$ cat src/rtl/paddle_ctrl.sv
// Per-player paddle: resynchronises and debounces the keypad, runs an IDLE/UP/DOWN FSM and moves the paddle once per frame.
// Key-to-state latency is 2 sync + DEB_CYCLES + 1 clocks; position updates on the edge after frame_tick. No backpressure: every tick is consumed.
module paddle_ctrl #(
  parameter int unsigned SCREEN_H    = 480,
  parameter int unsigned PADDLE_H    = 64,
  parameter int unsigned Y_INIT      = 208,
  parameter int unsigned STEP        = 4,
  parameter int unsigned FAST_STEP   = 8,
  parameter int unsigned HOLD_FRAMES = 30,
  parameter int unsigned DEB_CYCLES  = 50000,
  parameter logic [3:0]  KEY_UP      = 4'h2,
  parameter logic [3:0]  KEY_DOWN    = 4'h8
) (
  input  logic       clk,
  input  logic       rst,
  input  logic       frame_tick,
  input  logic [3:0] keycode,
  input  logic       keypressed,
  output logic [9:0] paddle_y,
  output logic       moving_up,
  output logic       moving_dn,
  output logic       fast
);

  localparam int DW = $clog2(DEB_CYCLES + 1);
  localparam int HW = $clog2(HOLD_FRAMES + 1);

  localparam logic [DW-1:0]      DEB_MAX  = DW'(DEB_CYCLES);
  localparam logic [DW-1:0]      DEB_FIRE = DW'(DEB_CYCLES - 1);
  localparam logic [HW-1:0]      HOLD_MAX = HW'(HOLD_FRAMES);
  localparam logic signed [10:0] Y_MAX    = 11'(SCREEN_H - PADDLE_H);
  localparam logic signed [10:0] STEP_N   = 11'(STEP);
  localparam logic signed [10:0] STEP_F   = 11'(FAST_STEP);
  localparam logic [9:0]         Y_RST    = 10'(Y_INIT);

  typedef struct packed {
    logic       pressed;
    logic [3:0] code;
  } key_t;

  typedef enum logic [1:0] {
    ST_IDLE = 2'd0,
    ST_UP   = 2'd1,
    ST_DOWN = 2'd2
  } state_t;

  key_t key_meta_d, key_meta_q;
  key_t raw_s_d,    raw_s_q;
  key_t raw_prev_d, raw_prev_q;
  key_t filt_d,     filt_q;

  logic [DW-1:0] deb_cnt_d, deb_cnt_q;
  logic [HW-1:0] hold_cnt_d, hold_cnt_q;
  logic          fast_d, fast_q;
  logic [9:0]    paddle_y_d, paddle_y_q;
  state_t        state_d, state_q;

  logic          raw_stable;
  logic          up_req;
  logic          dn_req;
  logic          moving;
  logic signed [10:0] y_ext;
  logic signed [10:0] step_s;
  logic signed [10:0] y_up;
  logic signed [10:0] y_dn;

  always_ff @(posedge clk) begin
    if (rst) begin
      key_meta_q <= '0;
      raw_s_q    <= '0;
      raw_prev_q <= '0;
      filt_q     <= '0;
      deb_cnt_q  <= '0;
      hold_cnt_q <= '0;
      fast_q     <= 1'b0;
      paddle_y_q <= Y_RST;
      state_q    <= ST_IDLE;
    end else begin
      key_meta_q <= key_meta_d;
      raw_s_q    <= raw_s_d;
      raw_prev_q <= raw_prev_d;
      filt_q     <= filt_d;
      deb_cnt_q  <= deb_cnt_d;
      hold_cnt_q <= hold_cnt_d;
      fast_q     <= fast_d;
      paddle_y_q <= paddle_y_d;
      state_q    <= state_d;
    end
  end

  // Two-flop resync, then the filter only follows raw_s once it has held still long enough.
  always_comb begin
    key_meta_d = '{pressed: keypressed, code: keycode};
    raw_s_d    = key_meta_q;
    raw_prev_d = raw_s_q;
    raw_stable = (raw_s_q == raw_prev_q);
    deb_cnt_d  = '0;
    filt_d     = filt_q;
    if (raw_stable) begin
      if (deb_cnt_q != DEB_MAX) begin
        deb_cnt_d = deb_cnt_q + 1'b1;
      end else begin
        deb_cnt_d = deb_cnt_q;
      end
      if (deb_cnt_d == DEB_FIRE) begin
        filt_d = raw_s_q;
      end
    end
  end

  always_comb begin
    up_req = filt_q.pressed && (filt_q.code == KEY_UP);
    dn_req = filt_q.pressed && (filt_q.code == KEY_DOWN);
  end

  always_comb begin
    state_d = state_q;
    case (state_q)
      ST_IDLE: begin
        if (up_req) begin
          state_d = ST_UP;
        end else if (dn_req) begin
          state_d = ST_DOWN;
        end
      end
      ST_UP: begin
        if (!up_req) begin
          state_d = dn_req ? ST_DOWN : ST_IDLE;
        end
      end
      ST_DOWN: begin
        if (!dn_req) begin
          state_d = up_req ? ST_UP : ST_IDLE;
        end
      end
      default: state_d = ST_IDLE;
    endcase
  end

  // A state change always restarts acceleration, even if a tick lands in the same cycle.
  always_comb begin
    moving     = (state_q != ST_IDLE);
    hold_cnt_d = hold_cnt_q;
    fast_d     = fast_q;
    if (state_d != state_q) begin
      hold_cnt_d = '0;
      fast_d     = 1'b0;
    end else if (frame_tick && moving) begin
      if (hold_cnt_q != HOLD_MAX) begin
        hold_cnt_d = hold_cnt_q + 1'b1;
      end
      if (hold_cnt_d == HOLD_MAX) begin
        fast_d = 1'b1;
      end
    end
  end

  // Movement uses the registered state and step, so a transition or a newly set fast flag takes effect next frame.
  always_comb begin
    y_ext      = {1'b0, paddle_y_q};
    step_s     = fast_q ? STEP_F : STEP_N;
    y_up       = y_ext - step_s;
    y_dn       = y_ext + step_s;
    paddle_y_d = paddle_y_q;
    if (frame_tick) begin
      case (state_q)
        ST_UP:   paddle_y_d = y_up[10] ? 10'd0 : y_up[9:0];
        ST_DOWN: paddle_y_d = (y_dn > Y_MAX) ? Y_MAX[9:0] : y_dn[9:0];
        default: paddle_y_d = paddle_y_q;
      endcase
    end
  end

  always_comb begin
    paddle_y  = paddle_y_q;
    moving_up = (state_q == ST_UP);
    moving_dn = (state_q == ST_DOWN);
    fast      = fast_q;
  end

endmodule

$ cat config.mk
export PLATFORM = sky130hd
export DESIGN_NAME = paddle_ctrl
export DESIGN_NICKNAME = d
export VERILOG_FILES = /design/src/rtl/paddle_ctrl.sv
export SDC_FILE = /design/constraint.sdc
export NUM_CORES = 1
export LEC_CHECK = 0
export BUFFER_PORTS_ARGS = -buffer_cell sky130_fd_sc_hd__buf_2
export CAP_MARGIN = 25
export CORE_UTILIZATION = 35
export CTS_CLUSTER_SIZE = 20
export DETAILED_ROUTE_END_ITERATION = 7
export GPL_TIMING_DRIVEN = 0
export PLACE_DENSITY_LB_ADDON = 0.25
export REMOVE_ABC_BUFFERS = 1
export SYNTH_ARGS = -nofsm -noshare
export SYNTH_HDL_FRONTEND = slang
export SYNTH_SLANG_ARGS = --single-unit
$ cat constraint.sdc
create_clock -name clk -period 4.2 [get_ports clk]
set_input_delay 0.84 -clock clk [delete_from_list [all_inputs] [get_ports clk]]
set_output_delay 0.84 -clock clk [all_outputs]
set_load 0.05 [all_outputs]
======== Word-level counts from Yosys, hierarchy flattened ========
Index checks and enable logic that the tools add are counted.
word-level totals
  word-level logic and storage cells ...... 56
  bits of input ports ..................... 8
  register bits after elaboration ......... 54
  output and inout bits ................... 13
cells by class
  bitwise gates (word level) .............. 1
  order comparisons ....................... 1
  muxes and demuxes ....................... 16
  $add $sub $neg .......................... 4
  reduce and logical (&&, ||, !) cells .... 11
  eq/ne operators ......................... 10
operator list
  kind                   count
  $mux 16                2
  $mux 10                2
  $pmux 10 s2            1
  $add 16x1->16 const B  1
  $eq 16x16->1 const B   1
  $ne 16x16->1 const B   1
  $mux 5                 3
  $add 10x4->11          1
  $gt 11x10->1 const B   1
  $sub 10x4->11          1
  $mux 2                 5
  $pmux 2 s3             1
  $reduce_and 2->1       3
  $add 5x1->5 const B    1
  $eq 5x5->1             1
  $eq 5x5->1 const B     1
  $ne 5x5->1 const B     1
  $eq 4x2->1 const B     1
  $eq 4x4->1 const B     1
  $mux 4                 1
  $reduce_bool 2->1      2
  $reduce_or 2->1        2
  $logic_and 1x1->1      3
  $eq 2x1->1 const B     1
  other kinds (5)        5

======== Depth between registers and ports, before layout ========
Gate-level depths: netlist of the first run.
  word-level depth ........................ 9
  depth in mapped cells ................... 11
  depth with buffers taken out ............ 11

======== Worst setup path after synthesis of the first run ========
Ideal clock, no wire load.
  path kind ............................... reg2reg
  start point ............................. register fast_q, in the netlist fast
  end point ............................... register paddle_y_q[3], in the netlist paddle_y[3]
  clock period less this slack ............ 2.930 ns
  setup slack ............................. 1.270 ns
  data arrival time ....................... 2.871 ns
  setup time .............................. 0.059 ns
  cell stages (with the launch flop) ...... 11
  required time ........................... 4.141 ns
  buffers on the path ..................... 0
  cell sequence ........................... dfxtp_1 -> inv_1 -> ha_1 -> fa_1 -> or4b_2 -> nor2_1 -> a21oi_1 -> nor2b_1 -> nor3_1 -> a211oi_1 -> o31a_1
between the ends
  word-level cells in the longest chain between the ends .. 5
  elaborated cells between the ends (all ways) .. 7
  those cells by class .................... add/sub (2); order compare (1); mux (4)
RTL lines
  item                    RTL line  text
  start, declared         54        logic fast_d, fast_q;
  start signal, assigned  85        fast_q <= fast_d;
  $mux 4 *                161       step_s = fast_q ? STEP_F : STEP_N;
  $add 10x4->11           163       y_dn = y_ext + step_s;
  $gt 11x10->1            168       ST_DOWN: paddle_y_d = (y_dn > Y_MAX) ? Y_MAX[9:0] : y_dn[9:0];
  $mux 10                 168
  $pmux 10 s2 *           166       case (state_q)
  end signal, assigned    86        paddle_y_q <= paddle_y_d;
  end, declared           55        logic [9:0] paddle_y_d, paddle_y_q;
Every way passes the cells marked *; elsewhere a longest branch is shown, timed or not.
A chain may end at the register's enable or synchronous reset.

======== Worst setup path in the final report of the first run ========
  start point ............................. register fast_q, in the netlist fast
  end point ............................... register paddle_y_q[2], in the netlist paddle_y[2]
Same word-level chain as after synthesis.

==> flow_summary.json, run 1 <==
{
  "status": "completed",
  "num_vias": 2606,
  "crit_path_largest_cell_delay_ps": 520,
  "synth_largest_area_cell": "sky130_fd_sc_hd__dfxtp_1",
  "path_max_fanout": 8,
  "combinational_family_with_the_most_area_after_synthesis": "simple AND/OR/NAND/NOR gates",
  "synth.top_cell.area_share": 0.336,
  "synthToLayoutAreaGrowth_pct": 7.64,
  "antenna_cells": 0,
  "maxSlewViolCount": 0,
  "critical_path.cell_chain": "inv_1 > ha_1 > inv_1 > fa_1 > and4b_1 > nand4_1 > a211oi_1 > o22ai_1 > nand2_1 > a31oi_1 > a32o_1",
  "detail_route.iter0.violations": 132,
  "grt_overflow_total": 0,
  "cts_buffer_depth": 2,
  "net-switching-power_uw": 204,
  "worst_setup_path_start_kind": "flop",
  "cts.sinks": 52,
  "critPathArrivalTime_ps": 3130,
  "grt_setup_unrepaired": "no",
  "holdBufCountCts": 0,
  "reported_leakage_power_uw": 0.00124,
  "endpoint_kind": "flop",
  "ys_warn_count": 0,
  "cts_max_level": 2,
  "async_reset_ff_frac": 0,
  "number_of_cells_on_the_worst_reg_to_reg_path": 11,
  "drt_drc_violations_left": 0,
  "final.period_utilization": 0.698,
  "power_frac_comb": 0.042,
  "dpl-instance-area_mm2": 0.00324,
  "yosys_register_bits": 52,
  "critical_path_required_ps": 4400,
  "hold_class": "flop to flop",
  "ir_drop_uv": 171,
  "globalRouteTotalUtil": 0.148,
  "share_clk_of_total_power": 0.357,
  "tritoncts": "done",
  "yosysUniqueCellTypes": 63,
  "finClkSkew_ps": 13.0,
  "rrSetupSlack_ps": 1270,
  "num_rows": 33,
  "timing.max_cap.violations": 0,
  "initial_core_util": 0.369,
  "worst_min_delay_path_startpoint": "key_meta_q[3]$_SDFF_PP0_",
  "post-synth-top-count-cell": "sky130_fd_sc_hd__dfxtp_1",
  "numCtsBuffers": 5,
  "vias_in_the_first_global_route": 2298,
  "final-hold-violation-count": 0,
  "min_to": "raw_prev_d[3]$_SDFF_PP0_",
  "die_area_mm2": 0.00922,
  "io_buffers": 18,
  "switch_share": 0.244,
  "tns_ps": 0,
  "grt_start_max_net_pins": 30,
  "timing.rr.end": "paddle_y[2]$_SDFFE_PP0P_",
  "synth_commonest_cells": "52 x sky130_fd_sc_hd__dfxtp_1, 31 x sky130_fd_sc_hd__nor2_1, 28 x sky130_fd_sc_hd__nor2b_1, 22 x sky130_fd_sc_hd__a21oi_1, 20 x sky130_fd_sc_hd__nand3_1",
  "xor_xnor_share_of_the_synthesized_area": 0.0679,
  "worst_path_most_repeated_cell": "sky130_fd_sc_hd__inv_1",
  "final_antenna_net_count": 0,
  "synth_compound_gate_area_share": 0.167,
  "regToRegStartpoint": "fast$_SDFFE_PP0P_",
  "power-per-cell-area_mw_per_mm2": 252,
  "least_margin_pin_slew_ps": 658,
  "cts_clk_pin_slew_worst_paths_ps": 100,
  "synthAdderAreaFrac": 0.0655,
  "cells_after_synth": 369,
  "viasPerCell": 5.40,
  "synth-edff-count": 0,
  "final_area_mm2": 0.00333,
  "number_of_setup_buffers_added_after_cts": 0,
  "overall_die_width_um": 96.0,
  "drive_gt1_frac": 0.111,
  "synth.top_cells.by_area": "sky130_fd_sc_hd__dfxtp_1 34%, sky130_fd_sc_hd__nor2b_1 5.7%, sky130_fd_sc_hd__ha_1 5.3%",
  "fin_nets": 400,
  "postCtsResizedCells": 0,
  "wire_per_inst_um": 13.1,
  "io-pin-count": 21,
  "globalplace.congestion": 0.841,
  "timing_worst_setup_path_type": "flop to flop",
  "antenna_violations_before_repair": 0,
  "timing.critical_path.slowest_stage_cell": "sky130_fd_sc_hd__fa_1",
  "placeableCoreArea_mm2": 0.00838,
  "hold_depth": 1,
  "power_report.internal_total_uw": 634,
  "synth_simple_gate_area_share": 0.289,
  "shortest_period_the_worst_path_allows_ps": 2930,
  "worst_slew_margin_rel": 0.562,
  "ys_seq_area_frac": 0.336,
  "drt-total-wl_mm": 6.35,
  "finalSetupViolCount": 0,
  "detailedPlacementHpwl_mm": 4.52,
  "synth.cell_area_mm2": 0.00310,
  "share_seq_of_total_power": 0.601,
  "synth_top_flop_cell": "sky130_fd_sc_hd__dfxtp_1",
  "clkLatencyLatePin_ps": 310,
  "max_freq_ghz": 0.341,
  "ctsRootBufferMaster": "sky130_fd_sc_hd__clkbuf_8",
  "post_synth_mux_area_share": 0.0283,
  "die-height_um": 96.0,
  "drt-pass1-iter-count": 4,
  "grt_pass1_wl_mm": 10.8,
  "postSynthAreaPerCell_um2": 8.39
}
-- critical path, delay by kind of cell, from the launching register on --
| family | cells | cell delay, ps |
|---|---|---|
| simple gates | 3 | 650 |
| compound gates | 4 | 820 |
| flops | 1 | 360 |
| fa+ha+maj | 2 | 750 |
| buf+inv | 2 | 250 |
-- state kept, by name (all words and copies together), names as in the netlist --
signal / flops
filt_q: 5
raw_prev_d: 5
key_meta_q: 5
hold_cnt_q: 5
raw_prev_q: 5
deb_cnt_q: 16
fast: 1
paddle_y: 8
state_q: 2
-- cells by family (layout without fill, tap and decap cells) --
group,after synthesis,after routing
fa+ha+maj,15,15
simple gates,159,159
flops,52,52
xor+xnor,24,24
compound gates,77,77
buf+inv,33,41
mux,8,8
other cells,1,2
-- routing by layer --
metal	vias to the layer above	track usage	wire length [µm]
met5	-	0	0
met4	0	0.0510	114
met3	10	0.0284	227
met2	61	0.229	2860
met1	1202	0.204	3140
li1	1333	-	-
-- stage by stage --
stage	instances	setup WS [ps]	hold WS, ps	util	power (µW)
2_1_floorplan	352	1230	414	-	537
3_3_place_gp	475	1330	416	0.386	550
3_5_place_dp	475	1320	422	0.386	551
4_1_cts	483	1290	448	0.398	856
5_1_grt	483	1020	459	0.398	879
6_report	483	1270	442	0.398	839
-- how the worst max path moves through the flow --
stage | endpoint | from | slack (ps) | depth (start not counted)
final | paddle_y[2]$_SDFFE_PP0P_ | fast$_SDFFE_PP0P_ | 1270 | 11
after detailed placement | paddle_y[3]$_SDFFE_PP0P_ | fast$_SDFFE_PP0P_ | 1320 | 10
after floorplan | paddle_y[3]$_SDFFE_PP0P_ | fast$_SDFFE_PP0P_ | 1230 | 10
after global routing | paddle_y[2]$_SDFFE_PP0P_ | fast$_SDFFE_PP0P_ | 1020 | 11
after global placement | paddle_y[3]$_SDFFE_PP0P_ | fast$_SDFFE_PP0P_ | 1330 | 10
after CTS | paddle_y[3]$_SDFFE_PP0P_ | fast$_SDFFE_PP0P_ | 1290 | 10
-- layout make-up --
cell class	instances	area, µm²
fillers	865	5050
multi-input cells	285	1920
flip-flops and latches	52	1040
well taps	105	131
repair buffers	18	90.1
clock buffers	5	68.8
inverters	15	56.3
clock inverters	3	25.0
-- placed cells by master (no fill, tap or decap), types with 4 or more instances in the layout --
cell	instances
sky130_fd_sc_hd__ha_1	13
sky130_fd_sc_hd__dfxtp_1	52
sky130_fd_sc_hd__buf_2	18
sky130_fd_sc_hd__a31oi_1	4
sky130_fd_sc_hd__nand2b_1	4
sky130_fd_sc_hd__a211oi_1	5
sky130_fd_sc_hd__mux2_2	6
sky130_fd_sc_hd__o21ai_0	12
sky130_fd_sc_hd__xnor2_1	10
sky130_fd_sc_hd__nand2_1	19
sky130_fd_sc_hd__nor2b_1	28
sky130_fd_sc_hd__nor2_1	31
sky130_fd_sc_hd__nor3_1	12
sky130_fd_sc_hd__and3_1	4
sky130_fd_sc_hd__or3_1	4
sky130_fd_sc_hd__clkbuf_8	5
sky130_fd_sc_hd__nand3_1	20
sky130_fd_sc_hd__xor2_1	14
sky130_fd_sc_hd__and4_1	4
sky130_fd_sc_hd__inv_1	15
sky130_fd_sc_hd__nand4_1	12
sky130_fd_sc_hd__a21oi_1	22
-- power groups by stage --
stage / registers (µW) / logic [µW] / clock network, µW
floorplan: 515 / 22.4 / 0
global placement: 515 / 35.0 / 0
detailed placement: 516 / 35.7 / 0
CTS: 504 / 35.8 / 316
global route: 505 / 40.2 / 333
finish: 504 / 35.2 / 299
(Power assumes the default switching activity.)
==> inputs of run 2 (changes only) <==
ABC_AREA = 1   (was default)
clock period = 2.7 ns   (was 4.2 ns; I/O delays follow)
==> flow_summary.json, run 2 <==
{
  "status": "completed",
  "detail_route.wirelength.met1_mm": 2.95,
  "largest_reg_flops": 16,
  "wire_per_inst_um": 10.3,
  "critPathBufInv": 2,
  "path_delay_family": "simple AND/OR/NAND/NOR gates",
  "crit_path_largest_cell_delay_ps": 410,
  "grt_pass1_wl_mm": 10.3,
  "cells_after_synth": 454,
  "detailroute.wirelength.met3_um": 183,
  "io-pin-count": 21,
  "power_report.internal_total_uw": 970,
  "drt-total-wl_mm": 5.94,
  "final.fill_count": 914,
  "ctsRootBufferMaster": "sky130_fd_sc_hd__clkbuf_8",
  "ys_seq_area_frac": 0.346,
  "die-height_um": 94.7,
  "postCtsResizedCells": 0,
  "number_of_setup_buffers_added_after_cts": 0,
  "overall_die_width_um": 94.7,
  "drive_gt1_frac": 0.0826,
  "drt-pass1-iter-count": 4,
  "stdcell_count": 577,
  "multi_input_comb_area_mm2": 0.00168,
  "net-switching-power_uw": 307,
  "regMostFlops": "deb_cnt_q",
  "top_library_cells_by_usage_in_the_layout_fill_and_taps_aside": "116 x sky130_fd_sc_hd__nand2_1, 82 x sky130_fd_sc_hd__nor2_1, 67 x sky130_fd_sc_hd__inv_1",
  "synth_top_flop_cell": "sky130_fd_sc_hd__dfxtp_1",
  "cts.sinks": 52,
  "worst_path_most_repeated_cell": "sky130_fd_sc_hd__nand2_1",
  "hold_depth": 2,
  "yosys_register_bits": 52,
  "critical_path_required_ps": 2890,
  "synth-edff-count": 0,
  "seqCellArea_mm2": 0.00104,
  "critical_path.cell_chain": "inv_1 > ha_1 > inv_1 > fa_1 > nor2_1 > nand3_1 > nand2_1 > nand2_1 > nor2_1 > nand2_1 > nand2_1 > nand2_1 > nand2_1 > nand3_1 > nand2_1 > nand2_1",
  "final.hold.worst_slack_ps": 406,
  "top_signal_layer_used": "met4",
  "grt_setup_unrepaired": "no",
  "cts_buffer_depth": 2,
  "share_clk_of_total_power": 0.343,
  "timing.max_cap.violations": 0,
  "cts_clk_pin_slew_worst_paths_ps": 100,
  "path_max_fanout": 5,
  "num_vias": 2692,
  "io_buffers": 18,
  "final_antenna_net_count": 0,
  "fin_nets": 495,
  "worst_setup_path_start_kind": "flop",
  "placeableCoreArea_mm2": 0.00826,
  "final-hold-violation-count": 0,
  "reported_leakage_power_uw": 0.00146,
  "synth.top_cells.by_area": "sky130_fd_sc_hd__dfxtp_1 35%, sky130_fd_sc_hd__nand2_1 14%, sky130_fd_sc_hd__nor2_1 10%",
  "placed_instances": 570,
  "async_reset_ff_frac": 0,
  "synthToLayoutAreaGrowth_pct": 8.65,
  "synth_largest_area_cell": "sky130_fd_sc_hd__dfxtp_1",
  "yosysUniqueCellTypes": 29,
  "grt_overflow_total": 0,
  "antenna_cells": 0,
  "share_seq_of_total_power": 0.614,
  "holdBufCountCts": 0,
  "tns_ps": 0,
  "postSynthAreaPerCell_um2": 6.63,
  "maxSlewViolCount": 0,
  "final_common_cell": "sky130_fd_sc_hd__nand2_1",
  "post-synth-top-count-cell": "sky130_fd_sc_hd__nand2_1",
  "globalRouteTotalUtil": 0.144,
  "synth.cell_area_mm2": 0.00301,
  "vias_in_the_first_global_route": 2419,
  "final.period_utilization": 0.863,
  "number_of_cells_on_the_worst_reg_to_reg_path": 16,
  "finalSetupViolCount": 0,
  "tritoncts": "done",
  "cts_max_level": 2,
  "route.met2.wl_mm": 2.71,
  "timing.critical_path.slowest_stage_cell": "sky130_fd_sc_hd__fa_1",
  "power-per-cell-area_mw_per_mm2": 390,
  "max_freq_ghz": 0.429,
  "timing_worst_setup_path_type": "flop to flop",
  "initial_core_util": 0.365,
  "hold_class": "flop to flop",
  "antenna_violations_before_repair": 0,
  "viasPerCell": 4.67,
  "power_frac_comb": 0.043,
  "path_depth": 16,
  "least_margin_pin_slew_ps": 575,
  "synth.top_cell.area_share": 0.346,
  "detailedPlacementHpwl_mm": 4.40,
  "finClkSkew_ps": 12.2,
  "worst_slew_margin_rel": 0.615,
  "ir_drop_uv": 201,
  "critPathArrivalTime_ps": 2520,
  "detail_route.iter0.violations": 81,
  "globalplace.congestion": 0.847,
  "synth_commonest_cells": "116 x sky130_fd_sc_hd__nand2_1, 82 x sky130_fd_sc_hd__nor2_1, 67 x sky130_fd_sc_hd__inv_1, 52 x sky130_fd_sc_hd__dfxtp_1, 34 x sky130_fd_sc_hd__nand3_1",
  "num_rows": 33,
  "die_area_mm2": 0.00898,
  "clkLatencyLatePin_ps": 310,
  "drt_drc_violations_left": 0,
  "shortest_period_the_worst_path_allows_ps": 2330,
  "endpoint_kind": "flop",
  "grt_start_max_net_pins": 22,
  "ys_warn_count": 0,
  "switch_share": 0.241,
  "numCtsBuffers": 5
}
## run 2: cell types whose count changed after synthesis, moves of 11 or more
| cell | before | now |
|---|---|---|
| sky130_fd_sc_hd__inv_1 | 15 | 67 |
| sky130_fd_sc_hd__a21oi_1 | 22 | 7 |
| sky130_fd_sc_hd__nor2_1 | 31 | 82 |
| sky130_fd_sc_hd__nand3_1 | 20 | 34 |
| sky130_fd_sc_hd__nor2b_1 | 28 | 0 |
| sky130_fd_sc_hd__nand2_1 | 19 | 116 |
| sky130_fd_sc_hd__clkbuf_1 | 15 | 4 |
## run 2: power groups by stage
stage / clock network [µW] / registers, µW / logic [µW]
after CTS: 458 / 784 / 55.7
after global routing: 487 / 786 / 62.7
after global placement: 0 / 802 / 54.9
final: 439 / 784 / 54.5
after floorplan: 0 / 801 / 37.2
after detailed placement: 0 / 802 / 55.6
## run 2: routing by layer
layer  vias to the layer above  global-route usage
li1                       1429                   -
met1                      1208               0.182
met2                        44               0.241
met3                        11              0.0282
met4                         0              0.0543
met5                         -                   0
## run 2: area by class of cell
cell class | instances | area share
repair buffers | 18 | 0.0275
well taps | 105 | 0.0402
clock inverters | 2 | 0.00383
clock buffers | 5 | 0.0210
multi-input cells | 328 | 0.512
flip-flops and latches | 52 | 0.318
inverters | 67 | 0.0769
## run 2: worst register-to-register path, delay by kind of cell, from the launching register on
| kind | cells | cell delay [ps] |
|---|---|---|
| buffers and inverters | 2 | 200 |
| AND/OR/NAND/NOR | 12 | 1030 |
| flip-flops | 1 | 370 |
| adder cells (fa/ha/maj) | 2 | 600 |
## run 2: path summary, 6_finish.rpt
kind / start / endpoint / slack, ps
setup / recovery: fast$_SDFFE_PP0P_ / paddle_y[6]$_SDFFE_PP1P_ / 370
hold / removal: key_meta_q[3]$_SDFF_PP0_ / raw_prev_d[3]$_SDFF_PP0_ / 410
setup reg to reg: fast$_SDFFE_PP0P_ / paddle_y[6]$_SDFFE_PP1P_ / 370
hold reg to reg: key_meta_q[3]$_SDFF_PP0_ / raw_prev_d[3]$_SDFF_PP0_ / 410
## run 2: stage by stage
stage	util	total power [µW]	cell area, µm²	setup slack [ps]
global route	0.396	1340	3270	125
floorplan	-	838	2970	359
CTS	0.396	1300	3270	361
detailed placement	0.386	858	3190	401
finish	0.396	1280	3270	370
global placement	0.386	856	3190	417
## run 2: kinds of logic (layout without fill, tap and decap cells)
kind of cell	Yosys count	in the layout	share of synthesized area
other	1	2	0.00125
DFF	52	52	0.346
AOI/OAI and AO/OA	31	31	0.0574
and+or+nand+nor	261	261	0.374
adders and majority gates	15	15	0.0673
buffers and inverters	75	92	0.0989
xor gates and xnor gates	19	19	0.0553
==> inputs of run 3 (changes only) <==
CTS_BUF_LIST = sky130_fd_sc_hd__clkbuf_4   (was default)
==> flow_summary.json, run 3 (synthesized netlist as in run 2, its figures left out) <==
{
  "globalplace.congestion": 0.847,
  "worst_setup_path_start_kind": "flop",
  "fin_nets": 495,
  "least_margin_pin_slew_ps": 573,
  "die-height_um": 94.7,
  "shortest_period_the_worst_path_allows_ps": 2340,
  "viasPerCell": 4.68,
  "final_common_cell": "sky130_fd_sc_hd__nand2_1",
  "maxSlewViolCount": 0,
  "setup.worst_path.end": "paddle_y[5]$_SDFFE_PP0P_",
  "num_rows": 33,
  "share_seq_of_total_power": 0.662,
  "placeableCoreArea_mm2": 0.00826,
  "numCtsBuffers": 5,
  "finClkSkew_ps": 12.7,
  "clkLatencyLatePin_ps": 370,
  "path_max_fanout": 5,
  "final.period_utilization": 0.866,
  "top_signal_layer_used": "met4",
  "vias_in_the_first_global_route": 2403,
  "dpl-instance-area_mm2": 0.00319,
  "regMostFlops": "deb_cnt_q",
  "io-pin-count": 21,
  "globalRouteTotalUtil": 0.144,
  "holdBufCountCts": 0,
  "rrSetupSlack_ps": 360,
  "ctsRootBufferMaster": "sky130_fd_sc_hd__clkbuf_4",
  "power-per-cell-area_mw_per_mm2": 366,
  "timing.critical_path.slowest_stage_cell": "sky130_fd_sc_hd__fa_1",
  "cts.sinks": 52,
  "detail_route.wirelength.met1_mm": 2.93,
  "final.fill_count": 923,
  "detailedPlacementHpwl_mm": 4.40,
  "worst_path_most_repeated_cell": "sky130_fd_sc_hd__nand2_1",
  "die_area_mm2": 0.00898,
  "cts_max_level": 2,
  "initial_core_util": 0.365,
  "detailroute.wirelength.met3_um": 196,
  "reported_leakage_power_uw": 0.00144,
  "timing.rr.end": "paddle_y[5]$_SDFFE_PP0P_",
  "synthToLayoutAreaGrowth_pct": 7.61,
  "switch_share": 0.249,
  "stdcell_count": 577,
  "grt_setup_unrepaired": "no",
  "tns_ps": 0,
  "drive_gt1_frac": 0.0826,
  "share_clk_of_total_power": 0.292,
  "largest_reg_flops": 16,
  "top_library_cells_by_usage_in_the_layout_fill_and_taps_aside": "116 x sky130_fd_sc_hd__nand2_1, 82 x sky130_fd_sc_hd__nor2_1, 67 x sky130_fd_sc_hd__inv_1",
  "final-hold-violation-count": 0,
  "grt_overflow_total": 0,
  "max_freq_ghz": 0.428,
  "drt-pass1-iter-count": 4,
  "number_of_cells_on_the_worst_reg_to_reg_path": 14,
  "antenna_violations_before_repair": 0,
  "final_area_mm2": 0.00324,
  "worstSetupStartpoint": "fast$_SDFFE_PP0P_",
  "cts_buffer_depth": 2,
  "number_of_setup_buffers_added_after_cts": 0,
  "io_buffers": 18,
  "power_frac_comb": 0.046,
  "detail_route.iter0.violations": 95,
  "timing_worst_setup_path_type": "flop to flop",
  "overall_die_width_um": 94.7,
  "critical_path_required_ps": 2990,
  "drt-total-wl_mm": 5.96,
  "placed_instances": 570,
  "ir_drop_uv": 192,
  "tritoncts": "done",
  "num_vias": 2702,
  "route.met2.wl_mm": 2.72,
  "worst_slew_margin_rel": 0.617,
  "postCtsResizedCells": 0,
  "grt_start_max_net_pins": 22,
  "net-switching-power_uw": 295,
  "critical_path.cell_chain": "inv_1 > ha_1 > inv_1 > fa_1 > nor2_1 > nand2_1 > xor2_1 > nand2_1 > nand2_1 > nand2_1 > nand3_1 > nand4_1 > nand2_1 > inv_1",
  "antenna_cells": 0,
  "grt_pass1_wl_mm": 10.3,
  "timing.max_cap.violations": 0,
  "wire_per_inst_um": 10.3,
  "drt_drc_violations_left": 0,
  "final_antenna_net_count": 0,
  "crit_path_largest_cell_delay_ps": 410,
  "status": "completed",
  "cts_clk_pin_slew_worst_paths_ps": 150,
  "endpoint_kind": "flop",
  "critPathArrivalTime_ps": 2630,
  "power_report.internal_total_uw": 890,
  "regToRegStartpoint": "fast$_SDFFE_PP0P_",
  "finalSetupViolCount": 0,
  "hold_class": "primary input to flop"
}
## run 3: changes by cell type in the layout (fill, tap and decap cells not counted)
cell and change:
sky130_fd_sc_hd__clkbuf_4 +5, sky130_fd_sc_hd__clkbuf_8 -5
## run 3: critical path, delay by kind of cell (launching register included)
kind                     cells  cell delay (ps)
AND/OR/NAND/NOR              8              840
adder cells (fa/ha/maj)      2              600
flip-flops                   1              390
buffers and inverters        3              240
XOR/XNOR                     1              180
## run 3: worst min path at each step
stage	to	slack, ps	from	depth (start not counted)
detailed placement	raw_prev_d[1]$_SDFF_PP0_	390	key_meta_q[1]$_SDFF_PP0_	2
finish	key_meta_q[1]$_SDFF_PP0_	340	keycode[1]	3
global placement	raw_prev_d[1]$_SDFF_PP0_	390	key_meta_q[1]$_SDFF_PP0_	2
floorplan	raw_prev_d[0]$_SDFF_PP0_	390	key_meta_q[0]$_SDFF_PP0_	2
global route	key_meta_q[1]$_SDFF_PP0_	300	keycode[1]	3
CTS	key_meta_q[1]$_SDFF_PP0_	320	keycode[1]	3
## run 3: power groups by stage
| stage | sequential (µW) | combinational (µW) | clock [µW] |
|---|---|---|---|
| final | 785 | 54.6 | 346 |
| after global routing | 788 | 62.7 | 396 |
| after CTS | 786 | 55.7 | 368 |
| after detailed placement | 802 | 55.6 | 0 |
| after global placement | 802 | 54.9 | 0 |
| after floorplan | 801 | 37.2 | 0 |
## run 3: layer usage
| metal | up-vias | track usage |
|---|---|---|
| met3 | 13 | 0.0306 |
| met4 | 0 | 0.0543 |
| met5 | - | 0 |
| li1 | 1431 | - |
| met1 | 1214 | 0.183 |
| met2 | 44 | 0.238 |
## run 3: layout make-up
type                    count  area [µm²]  share of cell area
well taps                 105         131              0.0406
multi-input cells         328        1680               0.517
flip-flops and latches     52        1040               0.321
inverters                  67         251              0.0776
clock buffers               5        37.5              0.0116
repair buffers             18        90.1              0.0278
clock inverters             2        12.5             0.00386
## run 3: through the flow
stage | total power (µW) | hold WS [ps] | worst slack [ps] | utilization
global route | 1250 | 300 | 110 | 0.392
CTS | 1210 | 321 | 350 | 0.392
finish | 1190 | 344 | 361 | 0.392
global placement | 856 | 389 | 417 | 0.386
detailed placement | 858 | 392 | 401 | 0.386
floorplan | 838 | 388 | 359 | -
